<file path="src/rtl/water_dispenser_pkg.sv">
// rtl/water_dispenser_pkg.sv - shared amount widths, limits and state encoding for the dispenser
package water_dispenser_pkg;

  localparam int AMOUNT_WIDTH   = 14;
  localparam int MAXIMUM_AMOUNT = 9999;

  typedef logic [AMOUNT_WIDTH-1:0] amount_t;

  typedef enum logic [1:0] {
    ST_IDLE,
    ST_DISPENSING,
    ST_DONE,
    ST_FAULT
  } state_t;

  function automatic logic amount_valid(input amount_t amount);
    return (amount != '0) && (amount <= amount_t'(MAXIMUM_AMOUNT));
  endfunction

endpackage

</file>
<file path="src/rtl/water_dispense_controller_if.sv">
// rtl/water_dispense_controller_if.sv - entry-block side and valve side signals of the dispense stage
interface water_dispense_controller_if;
  import water_dispenser_pkg::*;

  amount_t total_amount;
  logic    button_ok;
  logic    button_cancel;
  logic    flow_pulse;
  logic    valve_open;
  logic    busy;
  amount_t dispensed_amount;
  logic    done;
  logic    fault;
  logic    clear_entry;

  modport master (
    output total_amount, button_ok, button_cancel, flow_pulse,
    input  valve_open, busy, dispensed_amount, done, fault, clear_entry
  );

  modport slave (
    input  total_amount, button_ok, button_cancel, flow_pulse,
    output valve_open, busy, dispensed_amount, done, fault, clear_entry
  );

endinterface

</file>
<file path="src/rtl/water_flow_meter.sv">
// rtl/water_flow_meter.sv - flow edge detect, pulse-to-millilitre prescaler and stall timeout
module water_flow_meter #(
  parameter int PULSES_PER_ML  = 4,
  parameter int TIMEOUT_CYCLES = 1000000
) (
  input  logic clock,
  input  logic reset,
  input  logic enable,
  input  logic clear,
  input  logic flow_pulse,
  output logic ml_tick,
  output logic stall
);

  localparam int PW = (PULSES_PER_ML > 1) ? $clog2(PULSES_PER_ML) : 1;
  localparam int TW = (TIMEOUT_CYCLES > 1) ? $clog2(TIMEOUT_CYCLES) : 1;
  localparam logic [PW-1:0] PULSE_LAST   = PW'(PULSES_PER_ML - 1);
  localparam logic [TW-1:0] TIMEOUT_LAST = TW'(TIMEOUT_CYCLES - 1);

  logic          flow_q;
  logic          flow_edge;
  logic [PW-1:0] pulse_cnt;
  logic [TW-1:0] idle_cnt;

  // ml_tick and stall are combinational so the controller acts in the same cycle the edge is sampled
  assign flow_edge = flow_pulse & ~flow_q;
  assign ml_tick   = enable & flow_edge & (pulse_cnt == PULSE_LAST);
  assign stall     = enable & ~flow_edge & (idle_cnt == TIMEOUT_LAST);

  always_ff @(posedge clock) begin
    if (reset) begin
      flow_q    <= 1'b0;
      pulse_cnt <= '0;
      idle_cnt  <= '0;
    end else begin
      flow_q <= flow_pulse;
      if (clear) begin
        pulse_cnt <= '0;
        idle_cnt  <= '0;
      end else if (enable) begin
        if (flow_edge) begin
          idle_cnt  <= '0;
          pulse_cnt <= ml_tick ? '0 : pulse_cnt + 1'b1;
        end else if (idle_cnt != TIMEOUT_LAST) begin
          idle_cnt <= idle_cnt + 1'b1;
        end
      end
    end
  end

endmodule

</file>
<file path="src/rtl/water_dispense_controller.sv">
// rtl/water_dispense_controller.sv - valve FSM, target register and delivered-millilitre counter
module water_dispense_controller
  import water_dispenser_pkg::*;
#(
  parameter int PULSES_PER_ML  = 4,
  parameter int TIMEOUT_CYCLES = 1000000
) (
  input  logic clock,
  input  logic reset,
  water_dispense_controller_if.slave bus
);

  state_t  state;
  amount_t target;
  logic    start;
  logic    meter_enable;
  logic    ml_tick;
  logic    stall;
  logic    complete;

  assign meter_enable = (state == ST_DISPENSING);
  assign start        = (state == ST_IDLE) && bus.button_ok && amount_valid(bus.total_amount);
  assign complete     = ml_tick && (amount_t'(bus.dispensed_amount + 1'b1) == target);

  water_flow_meter #(
    .PULSES_PER_ML  (PULSES_PER_ML),
    .TIMEOUT_CYCLES (TIMEOUT_CYCLES)
  ) u_meter (
    .clock      (clock),
    .reset      (reset),
    .enable     (meter_enable),
    .clear      (start),
    .flow_pulse (bus.flow_pulse),
    .ml_tick    (ml_tick),
    .stall      (stall)
  );

  always_ff @(posedge clock) begin
    if (reset) begin
      state                <= ST_IDLE;
      target               <= '0;
      bus.valve_open       <= 1'b0;
      bus.busy             <= 1'b0;
      bus.dispensed_amount <= '0;
      bus.done             <= 1'b0;
      bus.fault            <= 1'b0;
      bus.clear_entry      <= 1'b0;
    end else begin
      bus.done        <= 1'b0;
      bus.clear_entry <= 1'b0;
      case (state)
        ST_IDLE: begin
          if (start) begin
            state                <= ST_DISPENSING;
            target               <= bus.total_amount;
            bus.dispensed_amount <= '0;
            bus.valve_open       <= 1'b1;
            bus.busy             <= 1'b1;
          end else if (bus.button_cancel) begin
            bus.clear_entry <= 1'b1;
          end
        end
        ST_DISPENSING: begin
          // a millilitre that flowed in a cancel cycle is still counted
          if (ml_tick) begin
            bus.dispensed_amount <= bus.dispensed_amount + 1'b1;
          end
          if (complete) begin
            state           <= ST_DONE;
            bus.valve_open  <= 1'b0;
            bus.busy        <= 1'b0;
            bus.done        <= 1'b1;
            bus.clear_entry <= 1'b1;
          end else if (bus.button_cancel) begin
            state           <= ST_IDLE;
            bus.valve_open  <= 1'b0;
            bus.busy        <= 1'b0;
            bus.clear_entry <= 1'b1;
          end else if (stall) begin
            state          <= ST_FAULT;
            bus.valve_open <= 1'b0;
            bus.busy       <= 1'b0;
            bus.fault      <= 1'b1;
          end
        end
        ST_DONE: begin
          state <= ST_IDLE;
        end
        ST_FAULT: begin
          if (bus.button_cancel) begin
            state           <= ST_IDLE;
            bus.fault       <= 1'b0;
            bus.clear_entry <= 1'b1;
          end
        end
        default: state <= ST_IDLE;
      endcase
    end
  end

endmodule

</file>
<file path="src/flat_wrapper.sv">
// flat-port wrapper written by rule: the top's interface ports become plain ports
module water_dispense_controller_flat import water_dispenser_pkg::*;
#(
  parameter int PULSES_PER_ML  = 4,
  parameter int TIMEOUT_CYCLES = 1000000
)
  (clock, reset, bus_total_amount, bus_button_ok, bus_button_cancel, bus_flow_pulse, bus_valve_open, bus_busy, bus_dispensed_amount, bus_done, bus_fault, bus_clear_entry);
  water_dispense_controller_if bus_i ();
  input  logic clock;
  input  logic reset;
  input wire logic [$bits(bus_i.total_amount)-1:0] bus_total_amount;
  input wire logic [$bits(bus_i.button_ok)-1:0] bus_button_ok;
  input wire logic [$bits(bus_i.button_cancel)-1:0] bus_button_cancel;
  input wire logic [$bits(bus_i.flow_pulse)-1:0] bus_flow_pulse;
  output wire logic [$bits(bus_i.valve_open)-1:0] bus_valve_open;
  output wire logic [$bits(bus_i.busy)-1:0] bus_busy;
  output wire logic [$bits(bus_i.dispensed_amount)-1:0] bus_dispensed_amount;
  output wire logic [$bits(bus_i.done)-1:0] bus_done;
  output wire logic [$bits(bus_i.fault)-1:0] bus_fault;
  output wire logic [$bits(bus_i.clear_entry)-1:0] bus_clear_entry;
  assign bus_i.total_amount = bus_total_amount;
  assign bus_i.button_ok = bus_button_ok;
  assign bus_i.button_cancel = bus_button_cancel;
  assign bus_i.flow_pulse = bus_flow_pulse;
  assign bus_valve_open = bus_i.valve_open;
  assign bus_busy = bus_i.busy;
  assign bus_dispensed_amount = bus_i.dispensed_amount;
  assign bus_done = bus_i.done;
  assign bus_fault = bus_i.fault;
  assign bus_clear_entry = bus_i.clear_entry;
  water_dispense_controller #(.PULSES_PER_ML(PULSES_PER_ML), .TIMEOUT_CYCLES(TIMEOUT_CYCLES)) u_core (.clock(clock), .reset(reset), .bus(bus_i));
endmodule
</file>
<file path="config.mk">
export PLATFORM = sky130hd
export DESIGN_NAME = water_dispense_controller_flat
export DESIGN_NICKNAME = d
export VERILOG_FILES = /design/src/rtl/water_dispenser_pkg.sv /design/src/rtl/water_dispense_controller_if.sv /design/src/rtl/water_flow_meter.sv /design/src/rtl/water_dispense_controller.sv /design/src/flat_wrapper.sv
export SDC_FILE = /design/constraint.sdc
export NUM_CORES = 1
export LEC_CHECK = 0
export BUFFER_PORTS_ARGS = -buffer_cell sky130_fd_sc_hd__clkbuf_2
export CAP_MARGIN = 25
export CORE_MARGIN = 2
export CORE_UTILIZATION = 56
export DETAILED_ROUTE_END_ITERATION = 12
export GPL_TIMING_DRIVEN = 0
export PLACE_DENSITY = 0.73
export RECOVER_POWER = 25
export SYNTH_ARGS = -nofsm -noshare
export SYNTH_HDL_FRONTEND = slang
export SYNTH_SLANG_ARGS = --single-unit
</file>
<file path="constraint.sdc">
create_clock -name clock -period 3.4 [get_ports clock]
set_clock_uncertainty 0.15 [all_clocks]
set_input_delay 0.17 -clock clock [delete_from_list [all_inputs] [get_ports clock]]
set_output_delay 0.17 -clock clock [all_outputs]
set_load 0.005 [all_outputs]
</file>
### Yosys cells after proc, flatten, opt, wreduce, memory -nomap -nowiden

Index checks and enable logic that the tools add are counted.

* output and inout bits: 19
* input port bits: 19
* bits in registers: 57
* memories: 0
* memory bits (read-only): 0
* bits in latches: 0
* logic and storage cells: 81
* bits in writable memories: 0

* add/sub/neg operators: 3
* bitwise operators: 8
* reductions and logical operators: 18
* eq/ne operators: 14
* multiplexer cells: 27
* order comparisons: 1
* multiply operators: 0
* div/mod/pow operators: 0
* shift operators: 0

Operators by type and width (number)
* $mux 20: 2
* $mux 14: 2
* $pmux 14 s2: 1
* $add 20x1->20 const B: 1
* $eq 20x20->1 const B: 1
* $ne 20x20->1 const B: 1
* $add 14x1->14 const B: 1
* $eq 14x14->1: 1
* $le 14x14->1 const B: 1
* $reduce_bool 14->1: 1
* $mux 1: 12
* $mux 2: 6
* $reduce_and 3->1: 3
* $pmux 2 s4: 1
* $eq 2x2->1 const B: 3
* $ne 2x1->1 const B: 3
* $ne 2x2->1 const B: 3
* $reduce_and 2->1: 3
* $reduce_bool 2->1: 3
* $and 1x1->1: 5
* $reduce_and 5->1: 1
* $logic_and 1x1->1: 4
* $ne 4x2->1 const B: 1
* $pmux 1 s2: 2
* other kinds (6): 9

### Longest topological paths before layout

Gate-level depths: netlist of the first run.

* depth after elaboration: 9
* mapped depth: 8

### Hierarchy

A second synthesis of the first run with hierarchy kept.

* cell total of the unflattened synthesis: 454
* area, all modules: 3488.3 sq um

Modules (own cells, without submodules)
* water_dispense_controller: cells an instance 279, times used 1, sequential area each 680.7 sq um, area an instance 2107.0 sq um
* water_flow_meter: cells an instance 175, times used 1, sequential area each 460.4 sq um, area an instance 1381.3 sq um

### Worst setup path before layout of the first run

No wires, ideal clock.

* path kind: register to register
* from: reg u_core.bus.dispensed_amount[0]
* to: reg u_core.bus.clear_entry
* stages on the path, launching flop included: 8
* buffers on the path: 0
* required time: 3.191 ns
* setup time: 0.059 ns
* arrival: 2.244 ns
* clock period less this slack: 2.453 ns
* setup slack: 0.947 ns
* cell sequence: dfxtp_1 > ha_1 > nand3_1 > nor4_2 > xor2_1 > nand4_1 > nor4_2 > o221a_2

* longest elaborated chain between the ends: 5

Ends and longest elaborated chain
* start: declaration: RTL line water_dispense_controller_if.sv:23 `output valve_open, busy, dispensed_amount, done, fault, clear_entry`
* start signal: assignment: RTL line water_dispense_controller.sv:66 `bus.dispensed_amount <= bus.dispensed_amount + 1'b1;`
* $add 14x1->14: RTL line water_dispense_controller.sv:23 `assign complete = ml_tick && (amount_t'(bus.dispensed_amount + 1'b1) == target);`
* $eq 14x14->1: RTL line water_dispense_controller.sv:23
* $logic_and 1x1->1: RTL line water_dispense_controller.sv:23
* $mux 1: RTL line water_dispense_controller.sv:68 `if (complete) begin`
* $pmux 1 s3: RTL line water_dispense_controller.sv:51 `case (state)`
* end signal: assignment: RTL line water_dispense_controller.sv:50 `bus.clear_entry <= 1'b0;`
* end signal: assignment: RTL line water_dispense_controller.sv:60 `bus.clear_entry <= 1'b1;`
* end signal: assignment: RTL line water_dispense_controller.sv:73 `bus.clear_entry <= 1'b1;`
* end: declaration: RTL line water_dispense_controller_if.sv:23

Every way passes these cells.
A chain may end at the register's enable or synchronous reset.

### Worst setup path after layout of the first run

Ends and elaborated chain as after synthesis.

==> flow_metrics.tcl, run 1 <==
set metrics [dict create \
    overflow 0 \
    hold_violations 0 \
    slowest_stage_delay_cp_ps 590 \
    synth_seq_area_share_pct 36.51 \
    grt_antenna_before_repair 0 \
    synth_top_cell_area_share_pct 36.51 \
    power.total_mw 1.556 \
    final_setup_margin_ps 411.8 \
    synth_common_cells "61 x nor2_1, 57 x dfxtp_1, 26 x a21oi_1" \
    fmax_mhz 334.6 \
    timing.hold.worst_endpoint "u_core.target[13]" \
    die_y_um 78.71 \
    critPathKind "flip-flop to flip-flop" \
    post_route_core_utilization_pct 68.97 \
    groute.usage.overall_pct 27.24 \
    drc 0 \
    floorplan.core_area_um2 5439 \
    slowest_stage "nor4_2" \
    sum_of_buffers_and_inverters_on_the_critical_path 0 \
    numCtsBuffers 9 \
    endpoint_kind "flip-flop" \
    num_io_pins 38 \
    synth.most_common_cell "nor2_1" \
    drtAntennaViolNets 0 \
    worstPathArrival_ps 3120 \
    maxSlewHeadroom_pct 27.38 \
    vdd_drop_max_uv 285.9 \
    cellLeakagePower_nw 1.372 \
    synth-main-ff-cell "dfxtp_1" \
    clock_latency_reported_for_the_late_side_of_the_worst_skew_pair_ps 340 \
    post-route-min-period_ps 2988 \
    syn_inst 379 \
    floorplan.die_area_um2 6194 \
    first_pass_grt_wire_length_um 12990 \
    grt_setup_unrepaired "no" \
    worstRegToRegCells 7 \
    tightest_slew_ps 1080 \
    post_route_setup_tns_ps 0 \
    num-nets-final 463 \
    ys_seq_elements 57 \
    grt_pass1_vias 2726 \
    postPlaceCellArea_um2 3396 \
    cts_resized 0 \
    worstSetupStartpointType "flip-flop" \
    worst-r2r-setup-slack_ps 410 \
    max-clock-path-buffers 2 \
    count_of_fill_cells_added_during_filler_insertion 458 \
    starting_density_pct 57.46 \
    yosysTopAreaCell "dfxtp_1" \
    pre_cts_worst_setup_slack_ps 486.2 \
    drt-vias-per-instance 5.780 \
    hold-path-cell-count 3 \
    vias 2994 \
    tritoncts_num_sinks 57 \
    holdWs_ps 86.92 \
    cellPowerDensity_nw_per_um2 414.7 \
    synth_warnings 0 \
    area_of_all_placed_cells_without_fillers_um2 3751 \
    synth.area.top_cells "dfxtp_1 37%, nor2_1 7.3%, xnor2_1 7.0%, mux2i_1 5.4%, a21oi_1 4.2%" \
    worstPathCellList "ha_1, nand3_1, nor4_2, xor2_1, nand4_1, nor4_2, o221a_2" \
    synth-edff-count 0 \
    crit_family "simple AND/OR/NAND/NOR gates" \
    routabilityCongestion 0.8943 \
    worst_path_clk_slew_ps 70 \
    grt_max_degree 11 \
    cts_max_level 3 \
    drt-initial-drc-count 262 \
    postCtsHoldBufs 15 \
    antenna_cells 0 \
    worst-endpoint-required_ps 3530 \
    synthDistinctLibCells 56 \
    cp_max_fo 8 \
    drv.max_cap_violation_count 0 \
    holdCritPathClass "primary input to flip-flop" \
    drt-total-wl_um 8003 \
    total_iterations_of_the_first_detailed_routing_run 4 \
    critical-path-top-cell-by-count "nor4_2" \
    area_delta_synth_final_pct 20.02 \
    clk_root_buffer_cell "clkbuf_8" \
    buffer_ports.inserted 36 \
    dp_hpwl_um 5576 \
    die_width_um 78.71 \
    crit-reg2reg-launch "u_core.bus.dispensed_amount[0]" \
    post_cts.repair.setup_buffers 0 \
    tritoncts "built" \
    drive_above_1_share_pct 15.70 \
    final_max_slew_viol_count 0 \
    fin_cells 518 \
    reg_to_reg_critical_path_endpoint "u_core.bus.clear_entry" \
    synthesis.nets 401 \
    fin_crit_sh_pct 87.89 \
    dp_cells 487 \
    synth.avg_cell_area_um2 8.247 \
    hp-start "bus_total_amount[13]" \
    num_rows 27 \
    mappedNetlistArea_um2 3125 \
    outcome "finished, final reports clean" \
    fraction_of_registers_with_async_set_reset_pct 0 \
    route.detailed.wl_per_inst_um 15.45 \
    setup_viol_count_final 0 \
]
registers in the layout, indices dropped and copies added, names as in the netlist:
register	flops
u_core.u_meter.pulse_cnt	2
u_core.bus.fault	1
u_core.bus.clear_entry	1
u_core.target	14
u_core.bus.dispensed_amount	14
u_core.bus.valve_open	1
u_core.u_meter.flow_q	1
u_core.state	2
u_core.bus.done	1
u_core.u_meter.idle_cnt	20
layout make-up:
cell class | count | area (um2) | area share, %
tap | 72 | 90.09 | 2.402
inverter | 13 | 48.80 | 1.301
clock buffer | 10 | 127.6 | 3.402
sequential | 57 | 1141 | 30.42
buffer | 20 | 95.09 | 2.535
clock inverter | 6 | 82.58 | 2.201
timing repair buffer | 51 | 325.3 | 8.672
multi-input combinational | 289 | 1841 | 49.07
routing by layer:
| layer | vias up | GRT usage [%] | routed length, um |
|---|---|---|---|
| li1 | 1479 | - | - |
| met1 | 1398 | 32.38 | 3369 |
| met2 | 94 | 47.09 | 3859 |
| met3 | 23 | 6.364 | 499 |
| met4 | 0 | 11.40 | 274 |
| met5 | - | 0 | 0 |
cell families (layout without fill, tap and decap cells):
kind of cell / count (synthesis) / in the layout / share of synthesized area (%)
multiplexers: 17 / 17 / 5.444
adder cells (fa/ha/maj): 3 / 3 / 1.201
XOR/XNOR: 34 / 34 / 9.528
AND/OR/NAND/NOR: 165 / 165 / 27.06
buffers and inverters: 33 / 100 / 4.603
AO/OA/AOI/OAI: 70 / 70 / 15.65
flip-flops: 57 / 57 / 36.51
how the worst max path moves through the flow:
stage	startpoint	end	cells after the start
6_report	u_core.bus.dispensed_amount[0]	u_core.bus.clear_entry	7
5_1_grt	u_core.bus.dispensed_amount[0]	u_core.bus.clear_entry	7
4_1_cts	u_core.bus.dispensed_amount[0]	u_core.bus.clear_entry	7
3_5_place_dp	u_core.bus.dispensed_amount[0]	u_core.bus.clear_entry	7
3_3_place_gp	u_core.bus.dispensed_amount[0]	u_core.bus.clear_entry	7
2_1_floorplan	u_core.bus.dispensed_amount[0]	u_core.bus.clear_entry	7
worst reg2reg max path, cell delays in order (launching register included):
cell,delay (ps)
dfxtp_1,480
ha_1,340
nand3_1,230
nor4_2,590
xor2_1,220
nand4_1,130
nor4_2,520
o221a_2,270
cell usage in the layout, fill, tap and decap left out, types with 3 or more instances in the layout:
cell type	count
xor2_1	9
nor2_1	61
inv_1	13
and4_1	3
buf_2	7
clkbuf_2	32
xnor2_1	25
and2_1	3
o211ai_1	4
nor4_1	7
dlygate4sd3_1	15
or3_1	10
dfxtp_1	57
nand4_1	6
and3_1	6
nand3_1	15
or2_2	4
nand2_1	19
ha_1	3
nor3b_1	3
clkinv_2	3
nor3_1	14
a21oi_1	26
mux2i_1	17
clkbuf_1	15
o21ai_0	14
clkbuf_8	9
nor2b_1	3
power by group:
part	internal [mW]	switching (mW)	total (mW)
Sequential	0.684	0.0138	0.698
Combinational	0.0729	0.0874	0.160
Clock	0.409	0.289	0.697
Note: power is estimated with default switching activity, not from simulation.
==> run 2: changes to the inputs <==
--- a/config.mk
+++ b/config.mk
@@ -5,6 +5,7 @@
 export SDC_FILE = /design/constraint.sdc
 export NUM_CORES = 1
 export LEC_CHECK = 0
+export ABC_AREA = 1
 export BUFFER_PORTS_ARGS = -buffer_cell sky130_fd_sc_hd__clkbuf_2
 export CAP_MARGIN = 25
 export CORE_MARGIN = 2
==> run 2 against run 1 <==
- power rose by 43%
- area after synthesis rose by 4.2%
- first-iteration DRC count fell by 0.38%
- hold slack got worse by 71 ps
- critical path depth rose by 9
- critical path type unchanged
==> flow_metrics.tcl, run 2 <==
set metrics [dict create \
    clock_latency_reported_for_the_late_side_of_the_worst_skew_pair_ps 330 \
    yosysTopAreaCell "dfxtp_1" \
    floorplan.die_area_um2 6444 \
    starting_density_pct 58.45 \
    yosys.area_share.adder_pct 1.152 \
    overflow 0 \
    maxSlewHeadroom_pct 61.08 \
    routabilityCongestion 0.9237 \
    worst_path_clk_slew_ps 60 \
    drive_above_1_share_pct 14.34 \
    worstPathArrival_ps 2500 \
    critPathKind "flip-flop to flip-flop" \
    syn_inst 484 \
    hold_violations 0 \
    grt_setup_unrepaired "no" \
    first_pass_grt_wire_length_um 14100 \
    clk_root_buffer_cell "clkbuf_8" \
    count_of_fill_cells_added_during_filler_insertion 516 \
    area_used_by_multi_input_combinational_logic_um2 1843 \
    post_route_setup_tns_ps 0 \
    drt-total-wl_um 8360 \
    area.sequential_um2 1141 \
    worst-endpoint-required_ps 3470 \
    cts_resized 0 \
    final_cell_mix "110 x nand2_1, 57 x dfxtp_1, 55 x inv_1" \
    drtAntennaViolNets 0 \
    power.total_mw 2.222 \
    holdCritPathClass "primary input to flip-flop" \
    fmax_mhz 411.9 \
    synth.avg_cell_area_um2 6.732 \
    drc 0 \
    post_synth_xor_area_fraction_pct 2.419 \
    largest_registers "u_core.u_meter.idle_cnt x20, u_core.bus.dispensed_amount x14, u_core.target x14" \
    outcome "finished, final reports clean" \
    cellLeakagePower_nw 1.541 \
    layout.cells.most_common "nand2_1" \
    synth_seq_area_share_pct 35.02 \
    synth-edff-count 0 \
    dp_hpwl_um 6198 \
    muxShareOfSynthArea_pct 0 \
    synthDistinctLibCells 40 \
    numCtsBuffers 9 \
    route.detailed.wl_per_inst_um 13.57 \
    final_max_slew_viol_count 0 \
    drv.max_cap_violation_count 0 \
    tritoncts "built" \
    synth.area.top_cells "dfxtp_1 35%, nand2_1 13%, inv_1 6.3%, nor2_1 6.1%, a21oi_1 5.8%" \
    ys_seq_elements 57 \
    fin_crit_sh_pct 71.41 \
    mappedNetlistArea_um2 3258 \
    vdd_drop_max_uv 373.5 \
    synth_simple_gate_area_share_pct 37.98 \
    num_rows 27 \
    largest_register "u_core.u_meter.idle_cnt" \
    cp_max_fo 6 \
    fraction_of_registers_with_async_set_reset_pct 0 \
    synth_compound_gate_area_share_pct 15.02 \
    worstSetupStartpointType "flip-flop" \
    vias 3364 \
    drt-initial-drc-count 261 \
    drt-vias-per-instance 5.461 \
    total_iterations_of_the_first_detailed_routing_run 5 \
    die_y_um 80.28 \
    cellPowerDensity_nw_per_um2 584.5 \
    synth.most_common_cell "nand2_1" \
    antenna_cells 0 \
    buffer_ports.inserted 37 \
    synth_top_cell_area_share_pct 35.02 \
    synth_warnings 0 \
    synthesis.nets 506 \
    tritoncts_num_sinks 57 \
    synth_top_family_by_area "simple AND/OR/NAND/NOR gates" \
    die_width_um 80.28 \
    tightest_slew_ps 583.8 \
    grt_max_degree 11 \
    largest_register_ffs 20 \
    grt_pass1_vias 2979 \
    post_cts.repair.setup_buffers 0 \
    max-clock-path-buffers 2 \
    floorplan.core_area_um2 5574 \
    synth_common_cells "110 x nand2_1, 57 x dfxtp_1, 55 x inv_1" \
    setup_viol_count_final 0 \
    grt_antenna_before_repair 0 \
    area_delta_synth_final_pct 16.71 \
    num-nets-final 561 \
    endpoint_kind "flip-flop" \
    post-route-min-period_ps 2428 \
    cts_max_level 3 \
    groute.usage.overall_pct 28.07 \
    num_io_pins 38 \
    synth-main-ff-cell "dfxtp_1" \
]
==> run 2: cells by family (layout without fill, tap and decap cells) <==
group / after synthesis / after routing
and+or+nand+nor: 257 / 257
buffers and inverters: 71 / 131
adders and majority gates: 3 / 3
xor gates and xnor gates: 9 / 9
DFF: 57 / 57
AOI/OAI and AO/OA: 87 / 87
==> run 2: critical path, cell delays in order, from the launching register on <==
cell and delay (ps):
dfxtp_1 450, ha_1 260, nand2_2 120, nor2_1 230, nand2_1 100, nand3_1 80
nand2_1 50, nor2_1 150, nand3_2 120, nor2_4 110, nand4_4 120, nand2_1 80
nand2_1 70, nand2_1 70, nand2_1 50, nand2_1 50, nor2_1 40
==> run 2: repair_timing <==
action / 4_1_cts / 5_1_grt
hold buffers: 7 / 0
endpoints found under the setup margin: 0 / 0
hold endpoints to repair: 7 / 0
==> run 2: per-stage QoR <==
step | util [%] | std cells | setup WS, ps | hold WS (ps) | instance area (um2)
global route | 68.22 | 616 | 765.4 | 46.72 | 3802
detailed placement | 63.39 | 593 | 1073 | 249.8 | 3533
CTS | 68.37 | 616 | 1030 | 5.204 | 3811
finish | 68.22 | 616 | 972.1 | 15.80 | 3802
floorplan | - | 484 | 1409 | 127.0 | 3258
global placement | 63.39 | 593 | 1070 | 240.7 | 3533
==> run 2: per-layer routing <==
metal | GRT usage, % | vias to the layer above | wire [um]
met1 | 42.95 | 1507 | 4227
met4 | 9.153 | 0 | 82
met5 | 0 | - | 0
met2 | 40.08 | 135 | 3392
met3 | 3.820 | 7 | 657
li1 | - | 1715 | -
==> run 2: power by group <==
group / internal (mW) / switching [mW] / total, mW
Clock: 0.398 / 0.270 / 0.668
Sequential: 0.764 / 0.0976 / 0.861
Combinational: 0.232 / 0.461 / 0.693
Total: 1.39 / 0.828 / 2.22
==> run 2: cell type report <==
| type | count | area share [%] |
|---|---|---|
| Buffer | 10 | 1.119 |
| Clock buffer | 14 | 4.541 |
| Clock inverter | 2 | 0.9214 |
| Inverter | 61 | 6.088 |
| Multi-Input combinational cell | 356 | 48.47 |
| Sequential cell | 57 | 30.01 |
| Tap cell | 72 | 2.369 |
| Timing Repair Buffer | 44 | 6.482 |
==> run 2: worst paths after layout <==
path | cells after the start | end | slack (ps) | startpoint
max | 16 | u_core.state[0] | 970 | u_core.bus.dispensed_amount[0]
min | 3 | u_core.target[10] | 20 | bus_total_amount[10]
max reg2reg | 16 | u_core.state[0] | 970 | u_core.bus.dispensed_amount[0]
min reg2reg | 2 | u_core.bus.fault | 310 | u_core.bus.fault
==> run 3: changes to the inputs <==
==> constraint.sdc (replaced) <==
create_clock -name clock -period 2.4 [get_ports clock]
set_clock_uncertainty 0.15 [all_clocks]
set_input_delay 0.12 -clock clock [delete_from_list [all_inputs] [get_ports clock]]
set_output_delay 0.12 -clock clock [all_outputs]
set_load 0.005 [all_outputs]
==> run 3 against run 2 <==
- the flow now finishes with violations (negative hold slack)
- final area rose by 3.6%
- cell count rose by 1.6%
- clock power rose by 43%
- register-to-register slack got worse by 780 ps
- die area did not move
- via count rose by 2.6%
- sequential power rose by 42%
- largest power group unchanged
==> flow_metrics.tcl, run 3 (same netlist as run 2, synthesis figures left out) <==
set metrics [dict create \
    outcome "finished with violations" \
    violations "negative hold slack" \
    num_io_pins 38 \
    route.detailed.wl_per_inst_um 13.74 \
    drc 0 \
    vias 3450 \
    first_pass_grt_wire_length_um 14350 \
    pre_cts_worst_setup_slack_ps 73.20 \
    final_setup_margin_ps 168.3 \
    reg_to_reg_critical_path_endpoint "u_core.state[0]" \
    final_cell_mix "110 x nand2_1, 55 x dfxtp_1, 54 x inv_1" \
    grt_max_degree 11 \
    largest_registers "u_core.u_meter.idle_cnt x20, u_core.bus.dispensed_amount x14, u_core.target x14" \
    tritoncts "built" \
    worstSetupStartpointType "primary input" \
    tritoncts_num_sinks 57 \
    sum_of_buffers_and_inverters_on_the_critical_path 4 \
    post_route_setup_tns_ps 0 \
    worst_path_clk_slew_ps 70 \
    drt-total-wl_um 8600 \
    layout.cells.most_common "nand2_1" \
    critPathKind "primary input to flip-flop" \
    startpoint "bus_total_amount[7]" \
    hold_violations 1 \
    holdWs_ps -24.39 \
    fin_crit_sh_pct 92.99 \
    area_delta_synth_final_pct 20.85 \
    hp-start "bus_total_amount[12]" \
    cp_max_fo 10 \
    drtAntennaViolNets 0 \
    grt_antenna_before_repair 0 \
    tightest_slew_ps 622.3 \
    largest_register_ffs 20 \
    drt-initial-drc-count 290 \
    area_of_all_placed_cells_without_fillers_um2 3938 \
    max-clock-path-buffers 2 \
    starting_density_pct 58.45 \
    final_max_slew_viol_count 0 \
    floorplan.core_area_um2 5574 \
    cellPowerDensity_nw_per_um2 809.5 \
    overflow 0 \
    drive_above_1_share_pct 16.06 \
    drv.max_cap_violation_count 0 \
    hold-path-cell-count 3 \
    worst-endpoint-required_ps 2510 \
    buffer_ports.inserted 37 \
    slowest_stage "dlygate4sd3_1" \
    largest_register "u_core.u_meter.idle_cnt" \
    cts_max_level 3 \
    vdd_drop_max_uv 546.8 \
    clk_root_buffer_cell "clkbuf_8" \
    post_route_core_utilization_pct 70.64 \
    groute.usage.overall_pct 28.64 \
    endpoint_kind "flip-flop" \
    holdCritPathClass "primary input to flip-flop" \
    floorplan.die_area_um2 6444 \
    worstRegToRegCells 13 \
    worst-r2r-setup-slack_ps 190 \
    numCtsBuffers 9 \
    num-nets-final 571 \
    post-route-min-period_ps 2232 \
    routabilityCongestion 0.9237 \
    antenna_cells 0 \
    maxSlewHeadroom_pct 58.52 \
    crit_family "buffers and inverters" \
    slowest_stage_delay_cp_ps 570 \
    die_y_um 80.28 \
    num_rows 27 \
    cellLeakagePower_nw 1.606 \
    timing.hold.worst_endpoint "u_core.target[12]" \
    count_of_fill_cells_added_during_filler_insertion 494 \
    total_iterations_of_the_first_detailed_routing_run 5 \
    clock_latency_reported_for_the_late_side_of_the_worst_skew_pair_ps 340 \
    worstPathArrival_ps 2340 \
    dp_hpwl_um 6198 \
    crit-reg2reg-launch "u_core.bus.dispensed_amount[2]" \
    grt_setup_unrepaired "yes" \
    postPlaceCellArea_um2 3533 \
    die_width_um 80.28 \
    setup_viol_count_final 0 \
    worstPathCellList "dlygate4sd3_1, clkbuf_2, nor2_1, nand2_1, nor3_2, nand3_1, nand2_1, nor2_2, nor2_1, inv_2, nor2_4, buf_4, o21ai_0, a2bb2oi_1" \
    grt_pass1_vias 3035 \
    fmax_mhz 448.1 \
    drt-vias-per-instance 5.511 \
]
[run 3: cell types whose count changed in the layout (fill, tap and decap cells not counted), moves of 2 or more]
cell / delta
dlygate4sd3_1: +9
nor2_1: -3
dfxtp_1: -2
clkbuf_1: -2
nor2_4: +2
clkbuf_2: +2
dfxtp_2: +2
[run 3: worst min-delay path, cell delays in order]
cell and delay, ps:
clkbuf_2 90, o21ai_1 90, a21oi_1 120
[run 3: metrics by stage]
step	power, mW	instances
CTS	3.162	625
global placement	2.176	593
detailed placement	2.196	593
floorplan	1.916	484
global route	3.385	626
finish	3.188	626
[run 3: where the power goes]
group	internal, mW	leakage, nW	total, mW	switching (mW)
sequential	1.08	0.466	1.22	0.140
clock	0.564	0.107	0.953	0.389
combinational	0.351	1.03	1.01	0.661
total	2.00	1.61	3.19	1.19
[run 3: what timing repair did]
| item | in CTS | in global routing |
|---|---|---|
| hold buffers | 16 | 0 |
| buffers inserted | 0 | 1 |
| endpoints found under the hold margin | 15 | 0 |
| resized for setup | 0 | 13 |
| setup endpoints to repair | 0 | 9 |
[run 3: layer usage]
metal / wire [um] / track usage (%) / vias to the layer above / share of wire [%]
met3: 626 / 3.708 / 13 / 7.3
met4: 123 / 9.492 / 0 / 1.4
met1: 4280 / 43.22 / 1549 / 50
met5: 0 / 0 / - / 0
met2: 3569 / 41.67 / 152 / 42
li1: - / - / 1736 / -
[run 3: layout make-up]
class / instances / area (um2) / share of cell area, %
Clock buffer: 14 / 172.7 / 4.385
Buffer: 10 / 45.04 / 1.144
Timing Repair Buffer: 54 / 346.6 / 8.802
Clock inverter: 2 / 35.03 / 0.8897
Tap cell: 72 / 90.09 / 2.288
Inverter: 61 / 231.5 / 5.879
Multi-Input combinational cell: 356 / 1873 / 47.57
Sequential cell: 57 / 1144 / 29.04
[run 3: worst max-delay path by stage]
stage                                 endpoint  slack (ps)  cells after the start
finish              u_core.u_meter.idle_cnt[4]         170                     14
global route                 u_core.target[11]        -0.2                     10
CTS                            u_core.state[0]          30                     16
detailed placement             u_core.state[0]          70                     16
global placement               u_core.state[0]          70                     16
floorplan                      u_core.state[0]         410                     14
